### config.mk
export PLATFORM = sky130hd
export DESIGN_NAME = wb_rdwr_arbiter
export DESIGN_NICKNAME = d
export VERILOG_FILES = /design/src/rtl/wb_rdwr_arbiter.sv
export SDC_FILE = /design/constraint.sdc
export NUM_CORES = 1
export LEC_CHECK = 0
export CELL_PAD_IN_SITES_DETAIL_PLACEMENT = 1
export CELL_PAD_IN_SITES_GLOBAL_PLACEMENT = 2
export CORE_MARGIN = 3
export CORE_UTILIZATION = 13
export DETAILED_ROUTE_END_ITERATION = 10
export PLACE_DENSITY = 0.92
export SYNTH_ARGS = -nofsm -noshare
export SYNTH_HDL_FRONTEND = slang
export SYNTH_SLANG_ARGS = --single-unit
### constraint.sdc
create_clock -name i_clk -period 3.6 [get_ports i_clk]
set_input_delay 0.36 -clock i_clk [delete_from_list [all_inputs] [get_ports i_clk]]
set_output_delay 0.36 -clock i_clk [all_outputs]
set_load 0.05 [all_outputs]
### src/rtl/wb_rdwr_arbiter.sv
// Round-robin Wishbone arbiter for a read-bridge master (A) and a write-bridge master (B).
// A per-grant ack watchdog aborts a hung cycle and returns an error to the owning master.
module wb_rdwr_arbiter #(
    parameter int AW        = 26,
    parameter int DW        = 32,
    parameter int LGDEPTH   = 4,
    parameter int LGTIMEOUT = 10
) (
    input  logic            i_clk,
    input  logic            w_reset,

    input  logic            i_a_cyc,
    input  logic            i_a_stb,
    input  logic            i_a_we,
    input  logic [AW-1:0]   i_a_addr,
    input  logic [DW-1:0]   i_a_data,
    input  logic [DW/8-1:0] i_a_sel,
    output logic            o_a_stall,
    output logic            o_a_ack,
    output logic            o_a_err,

    input  logic            i_b_cyc,
    input  logic            i_b_stb,
    input  logic            i_b_we,
    input  logic [AW-1:0]   i_b_addr,
    input  logic [DW-1:0]   i_b_data,
    input  logic [DW/8-1:0] i_b_sel,
    output logic            o_b_stall,
    output logic            o_b_ack,
    output logic            o_b_err,

    output logic [DW-1:0]   o_rdata,

    output logic            o_wb_cyc,
    output logic            o_wb_stb,
    output logic            o_wb_we,
    output logic [AW-1:0]   o_wb_addr,
    output logic [DW-1:0]   o_wb_data,
    output logic [DW/8-1:0] o_wb_sel,
    input  logic            i_wb_stall,
    input  logic            i_wb_ack,
    input  logic            i_wb_err,
    input  logic [DW-1:0]   i_wb_data,

    output logic [7:0]      o_timeouts
);

    typedef enum logic [2:0] {IDLE, GNT_A, GNT_B, ABORT_A, ABORT_B} state_t;

    localparam logic [LGTIMEOUT-1:0] WDOG_MAX = '1;
    localparam logic [LGTIMEOUT-1:0] WDOG_ONE = LGTIMEOUT'(1);
    localparam logic [LGDEPTH-1:0]   PEND_MAX = '1;
    localparam logic [LGDEPTH-1:0]   PEND_ONE = LGDEPTH'(1);

    state_t               state;
    logic                 last_b;
    logic [LGDEPTH-1:0]   npending;
    logic [LGTIMEOUT-1:0] wdog;
    logic                 granted;
    logic                 timeout;
    logic                 beat;

    always_comb begin
        o_wb_cyc  = 1'b0;
        o_wb_stb  = 1'b0;
        o_wb_we   = i_a_we;
        o_wb_addr = i_a_addr;
        o_wb_data = i_a_data;
        o_wb_sel  = i_a_sel;
        case (state)
            GNT_A: begin
                o_wb_cyc = i_a_cyc;
                o_wb_stb = i_a_cyc && i_a_stb;
            end
            GNT_B: begin
                o_wb_cyc  = i_b_cyc;
                o_wb_stb  = i_b_cyc && i_b_stb;
                o_wb_we   = i_b_we;
                o_wb_addr = i_b_addr;
                o_wb_data = i_b_data;
                o_wb_sel  = i_b_sel;
            end
            default: ;
        endcase
    end

    assign granted = (state == GNT_A) || (state == GNT_B);
    // A same-cycle ack or slave error takes precedence over the watchdog.
    assign timeout = granted && o_wb_cyc && (wdog == WDOG_MAX) && !i_wb_ack && !i_wb_err;
    assign beat    = o_wb_stb && !i_wb_stall;
    assign o_rdata = i_wb_data;

    always_comb begin
        o_a_stall = 1'b1;
        o_a_ack   = 1'b0;
        o_a_err   = 1'b0;
        o_b_stall = 1'b1;
        o_b_ack   = 1'b0;
        o_b_err   = 1'b0;
        if (!w_reset) begin
            case (state)
                GNT_A: begin
                    o_a_stall = i_wb_stall;
                    o_a_ack   = i_wb_ack;
                    o_a_err   = i_wb_err || timeout;
                end
                GNT_B: begin
                    o_b_stall = i_wb_stall;
                    o_b_ack   = i_wb_ack;
                    o_b_err   = i_wb_err || timeout;
                end
                default: ;
            endcase
        end
    end

    always_ff @(posedge i_clk) begin
        if (w_reset) begin
            state      <= IDLE;
            last_b     <= 1'b1;
            npending   <= '0;
            wdog       <= '0;
            o_timeouts <= 8'd0;
        end else begin
            case (state)
                IDLE: begin
                    if (i_a_cyc && (!i_b_cyc || last_b)) begin
                        state  <= GNT_A;
                        last_b <= 1'b0;
                    end else if (i_b_cyc) begin
                        state  <= GNT_B;
                        last_b <= 1'b1;
                    end
                end
                GNT_A: begin
                    if (timeout) begin
                        state <= ABORT_A;
                    end else if (!i_a_cyc) begin
                        if (i_b_cyc) begin
                            state  <= GNT_B;
                            last_b <= 1'b1;
                        end else begin
                            state <= IDLE;
                        end
                    end
                end
                GNT_B: begin
                    if (timeout) begin
                        state <= ABORT_B;
                    end else if (!i_b_cyc) begin
                        if (i_a_cyc) begin
                            state  <= GNT_A;
                            last_b <= 1'b0;
                        end else begin
                            state <= IDLE;
                        end
                    end
                end
                ABORT_A: if (!i_a_cyc) state <= IDLE;
                ABORT_B: if (!i_b_cyc) state <= IDLE;
                default: state <= IDLE;
            endcase

            if (!o_wb_cyc || i_wb_err)
                npending <= '0;
            else if (beat && !i_wb_ack && (npending != PEND_MAX))
                npending <= npending + PEND_ONE;
            else if (i_wb_ack && !beat && (npending != '0))
                npending <= npending - PEND_ONE;

            // Any grant change passes through a cyc-low cycle or a timeout, both of which clear.
            if (!o_wb_cyc || i_wb_ack || i_wb_err || timeout)
                wdog <= '0;
            else if (npending != '0)
                wdog <= wdog + WDOG_ONE;

            if (timeout && (o_timeouts != 8'hff))
                o_timeouts <= o_timeouts + 8'd1;
        end
    end

endmodule

==> results of run 1 <==
## area by class of cell
type	instances	area (um^2)	area share, %
clock inverter	1	30.03	0.6316
sequential	26	520.5	10.95
tap	229	286.5	6.026
timing repair buffer	217	2172	45.68
multi-input combinational	205	1644	34.58
inverter	7	26.28	0.5526
clock buffer	3	75.07	1.579
## cell families after synthesis
| family | Yosys count |
|---|---|
| adder cells (fa/ha/maj) | 5 |
| AO/OA/AOI/OAI | 36 |
| flip-flops | 26 |
| XOR/XNOR | 12 |
| multiplexers | 66 |
| AND/OR/NAND/NOR | 86 |
| buffers and inverters | 52 |
## state kept, by name, indices dropped and copies added (netlist names)
register,flops
npending,4
last_b,1
wdog,10
state,3
o_timeouts,8
## final timing paths
path                 end  slack, ns  depth (start not counted)
max              o_b_err       0.47                          7
min              wdog[1]       0.49                          2
max reg2reg  npending[3]       0.87                          9
min reg2reg      wdog[1]       0.49                          2
## stage by stage
step	util, %	power (mW)	hold WS [ns]	setup slack, ns
global placement	25.36	2.498	0.4733	0.6751
CTS	25.94	2.847	0.4972	0.4084
detailed placement	25.36	2.503	0.4875	0.4960
floorplan	-	1.826	0.4619	1.074
finish	25.94	2.811	0.4941	0.4667
global route	25.94	2.918	0.5318	0.2315
## cells in the final DEF (no fill, tap or decap), types with 2 or more instances in the layout
master / n
clkdlybuf4s50_1: 212
mux2_2: 63
dfxtp_1: 26
nor2_1: 18
nand2_1: 16
a21oi_1: 12
nor3_1: 9
nand3_1: 9
xor2_1: 8
inv_1: 7
o21ai_0: 7
nand4_1: 5
or3_1: 4
xnor2_1: 4
ha_1: 4
buf_4: 4
a21o_1: 3
mux2i_1: 3
or4_1: 3
o31ai_1: 3
clkbuf_16: 3
nand3b_1: 2
nor4_1: 2
nor2b_1: 2
and2_2: 2
a22oi_1: 2
nand2b_1: 2
## tightest hold or removal path: stages, from the launching register on
cell	delay [ns]
dfxtp_1	0.33
nand2_1	0.06
a21oi_1	0.05
## metal layers
metal | GRT usage (%) | up-vias | share of wire (%)
li1 | - | 1340 | -
met1 | 12.37 | 1284 | 39
met2 | 19.99 | 138 | 52
met3 | 3.472 | 6 | 8.2
met4 | 1.816 | 0 | 0.86
met5 | 0 | - | 0
## report_power, final
group,total (mW),internal (mW),switching [mW]
clock,0.334,0.222,0.112
sequential,0.332,0.300,0.0319
combinational,2.14,0.846,1.30
==> results.toml, run 1 <==
[run_status]
status = "finished clean"

[yosys]
synth.area.mux_share_pct = 29.80
synth_top_family_by_area = "multiplexers"
synthArstFlopShare_pct = 0
ys_ff_latch = 26
synth-edff-count = 0
synth.avg_cell_area_um2 = 8.767
netlist_top_cells_count = "63 x mux2_2, 32 x buf_4, 26 x dfxtp_1"
synth_area_leaders = "mux2_2 29%, dfxtp_1 21%, buf_4 9.7%"
synth.largest_area_cell = "mux2_2"
synth_flop_cell = "dfxtp_1"
synthAdderAreaFrac_pct = 2.824
syn_area_um2 = 2481
synth_fp_nets = 455
yosys.area_share.simple_pct = 19.67
syn_inst = 283
synth-xor-area-share_pct = 4.236
yosysUniqueCellTypes = 49
seq_area_frac_synth_pct = 20.98
yosys_warnings = 0
synth_most_common_cell = "mux2_2"
synth-compound-area-share_pct = 9.481
synth.top_cell.area_share_pct = 28.59

[clocking]
cts_tree = "built"
clk_pin_slew_ns = 0.07
clkSinkCount = 26
clock_latency_ns = 0.27
ctsHoldBuffers = 0
ctsRootBufferMaster = "clkbuf_16"
post_cts_resized = 0
numCtsBuffers = 3
clk_path_buf_depth = 2
cts_setup_buffers = 0
cts.htree.levels = 1

[timing]
period_share_pct = 87.04
relSlewSlack_pct = 54.77
final-hold-violation-count = 0
tightest_slew_ns = 0.6723
fin_tns_setup_ns = 0
rsz0062_at_grt = "no"
report.final.slew_viol_count = 0
max_clock_freq_mhz = 319.2
min_period_ns = 3.133
finClkSkew_ns = 0.008154
setup_viol = 0

[die]
die_width_um = 144.2
ios = 278
placementRows = 49
die_y_um = 144.2
start_util_pct = 13.53
dieArea_um2 = 20780
core_um2 = 18330

[placement]
dp_cells = 684
io_buffers = 213
place.gp.congestion = 0.7448
place_hpwl_mm = 10.42
place_area_um2 = 4649

[critical_path]
critical_path.endpoint_type = "primary output"
critPathMaxStageDelay_ns = 0.82
crit_buf_inv = 1
crit_fanout = 4
crit_start = "wdog[0]"
path_delay_family = "simple AND/OR/NAND/NOR gates"
start_kind = "flop"
slowest_stage = "clkdlybuf4s50_1"
critical_path_class = "flop to primary output"
crit_chain = "ha_1 > nand2_1 > or2_2 > nor4b_1 > a21oi_1 > nor2_1 > clkdlybuf4s50_1"
worstPathRequired_ns = 3.24
reg2reg_from = "state[0]"
arrival_ns = 2.77

[drt]
vias = 2768
viasPerCell = 4.023
routedWlPerCell_um = 17.48
drt_iter0_drc = 57
drt_wl_total_mm = 12.02
drc = 0
ant_nets = 0
dr.pass1.iters = 6

[power_and_ir_drop]
peakVddDrop_mv = 0.2696
power_leakage_nw = 1.675
cellPowerDensity_nw_per_um2 = 591.2

[global_routing]
antenna_found_initial = 0
gr-total-overflow = 0
grt_max_degree = 66
grt_pass1_wl_mm = 17.24
grt_pass1_vias = 2978
grtUsageTotal_pct = 10.83

[cells_and_area]
area_delta_synth_final_pct = 91.63
stdcell_count = 688
antenna_cells = 0
nFillCells = 2133
final_area_um2 = 4755
nets = 632
drive_gt1_share_pct = 17.86

[worst_hold_path]
hold_class = "flop to flop"
min_from = "wdog[1]"

[job]
maxCapViolCount = 0
Note: power is estimated with default switching activity, not from simulation.
==> run 2, diff against run 1 <==
Settings changed: SLEW_MARGIN set to 10.
==> results of run 2 <==
The final DEF is identical to that of run 1; final timing and power are the same.
==> run 3, diff against run 2 <==
Clock period 3.6 ns to 3.14 ns, I/O delays scaled along.
==> run 3 against run 2 <==
Net effect: largest power group unchanged; die area unchanged; register-to-register slack worse by 0.42 ns; critical endpoint is now o_wb_addr[20]; largest cell class unchanged; via count decreased by 0.14%.
==> results.toml, run 3 (synthesis gave the netlist of run 1 again) <==
[clocking]
cts_setup_buffers = 0
clock_latency_ns = 0.26
cts_tree = "built"
clk_pin_slew_ns = 0.07
cts.htree.levels = 1
numCtsBuffers = 3
clkSinkCount = 26
ctsHoldBuffers = 0
ctsRootBufferMaster = "clkbuf_16"
clk_path_buf_depth = 2
post_cts_resized = 0

[timing]
tightest_slew_ns = 0.7087
min_period_ns = 2.919
max_clock_freq_mhz = 342.6
rsz0062_at_grt = "no"
postLayoutSetupSlackWorst_ns = 0.2207
period_share_pct = 92.97
report.final.slew_viol_count = 0
finClkSkew_ns = 0.003839
final-hold-violation-count = 0
setup_viol = 0
fin_tns_setup_ns = 0
relSlewSlack_pct = 52.32

[critical_path]
slowest_stage = "clkdlybuf4s50_1"
crit_fanout = 36
crit_chain = "nor3b_4 > buf_12 > mux2_2 > clkdlybuf4s50_1"
arrival_ns = 2.61
critPathMaxStageDelay_ns = 0.75
worstPathRequired_ns = 2.83
critical_path_class = "flop to primary output"
crit_start = "state[1]"
rrSetupSlack_ns = 0.45
reg2reg_from = "state[1]"
start_kind = "flop"
critical_path.endpoint_type = "primary output"

[die]
core_um2 = 18330
ios = 278
die_width_um = 144.2
die_y_um = 144.2
start_util_pct = 13.53
placementRows = 49
dieArea_um2 = 20780

[drt]
ant_nets = 0
viasPerCell = 4.000
dr.pass1.iters = 4
routedWlPerCell_um = 17.10
drt_iter0_drc = 54
drt_wl_total_mm = 11.82
vias = 2764
drc = 0

[cells_and_area]
area_delta_synth_final_pct = 91.93
drive_gt1_share_pct = 20.17
final_common_cell = "clkdlybuf4s50_1"
largest-register = "wdog"
nets = 634
largest_reg_flops = 10
final_cell_mix = "203 x clkdlybuf4s50_1, 63 x mux2_2, 26 x dfxtp_1, 18 x nor2_1, 16 x nand2_1"
reg_top3 = "wdog x10, o_timeouts x8, npending x4"

[global_routing]
grtUsageTotal_pct = 10.56
grt_max_degree = 37
grt_pass1_wl_mm = 16.95
grt_pass1_vias = 2880
gr-total-overflow = 0
antenna_found_initial = 1

[placement]
place_hpwl_mm = 10.33
pre_cts_ws_ns = 0.1429
io_buffers = 213
place.gp.congestion = 0.8153

[job]
maxCapViolCount = 0

[power_and_ir_drop]
power_leakage_nw = 1.700
peakVddDrop_mv = 0.3112
cellPowerDensity_nw_per_um2 = 679.1

[run_status]
status = "finished clean"

[worst_hold_path]
min_from = "wdog[1]"
hold_class = "flop to flop"
==> run 3: final timing paths <==
path | endpoint | depth (start not counted)
max reg2reg | npending[3] | 9
min | wdog[1] | 2
max | o_wb_addr[20] | 4
min reg2reg | wdog[1] | 2
==> run 3: metal layers <==
metal / share of wire (%) / up-vias / track usage (%)
met4: 1.3 / 0 / 2.356
met1: 39 / 1271 / 12.03
met5: 0 / - / 0
met3: 9.2 / 8 / 3.935
li1: - / 1345 / -
met2: 50 / 140 / 18.84
==> run 3: area by class of cell <==
type / count / area, um^2
repair buffers: 219 / 2177
clock buffers: 3 / 75.07
multi-input cells: 205 / 1644
fillers: 2125 / 13570
flip-flops and latches: 26 / 520.5
well taps: 229 / 286.5
clock inverters: 1 / 30.03
inverters: 7 / 26.28
diodes: 1 / 2.502
==> run 3: critical path: cells and delay by family, from the launching register on <==
family                 cells  cell delay [ns]
buffers and inverters      2             1.01
muxes                      1             0.36
DFF                        1             0.54
and+or+nand+nor            1             0.40
==> run 3: report_power, final <==
part	switching, mW	internal (mW)	leakage, nW
combinational	1.49	0.985	1.44
clock	0.124	0.254	0.0511
sequential	0.0350	0.344	0.210
==> run 3: stage by stage <==
| stage | total power [mW] | util (%) | hold slack (ns) | area, um^2 | instances |
|---|---|---|---|---|---|
| after global placement | 2.884 | 25.39 | 0.4767 | 4654 | 686 |
| after global routing | 3.359 | 25.98 | 0.5499 | 4762 | 691 |
| after detailed placement | 2.884 | 25.39 | 0.4910 | 4654 | 686 |
| after floorplan | 2.093 | - | 0.4527 | 2481 | 283 |
| after CTS | 3.278 | 25.96 | 0.5068 | 4760 | 690 |
| final | 3.234 | 25.98 | 0.5004 | 4762 | 691 |
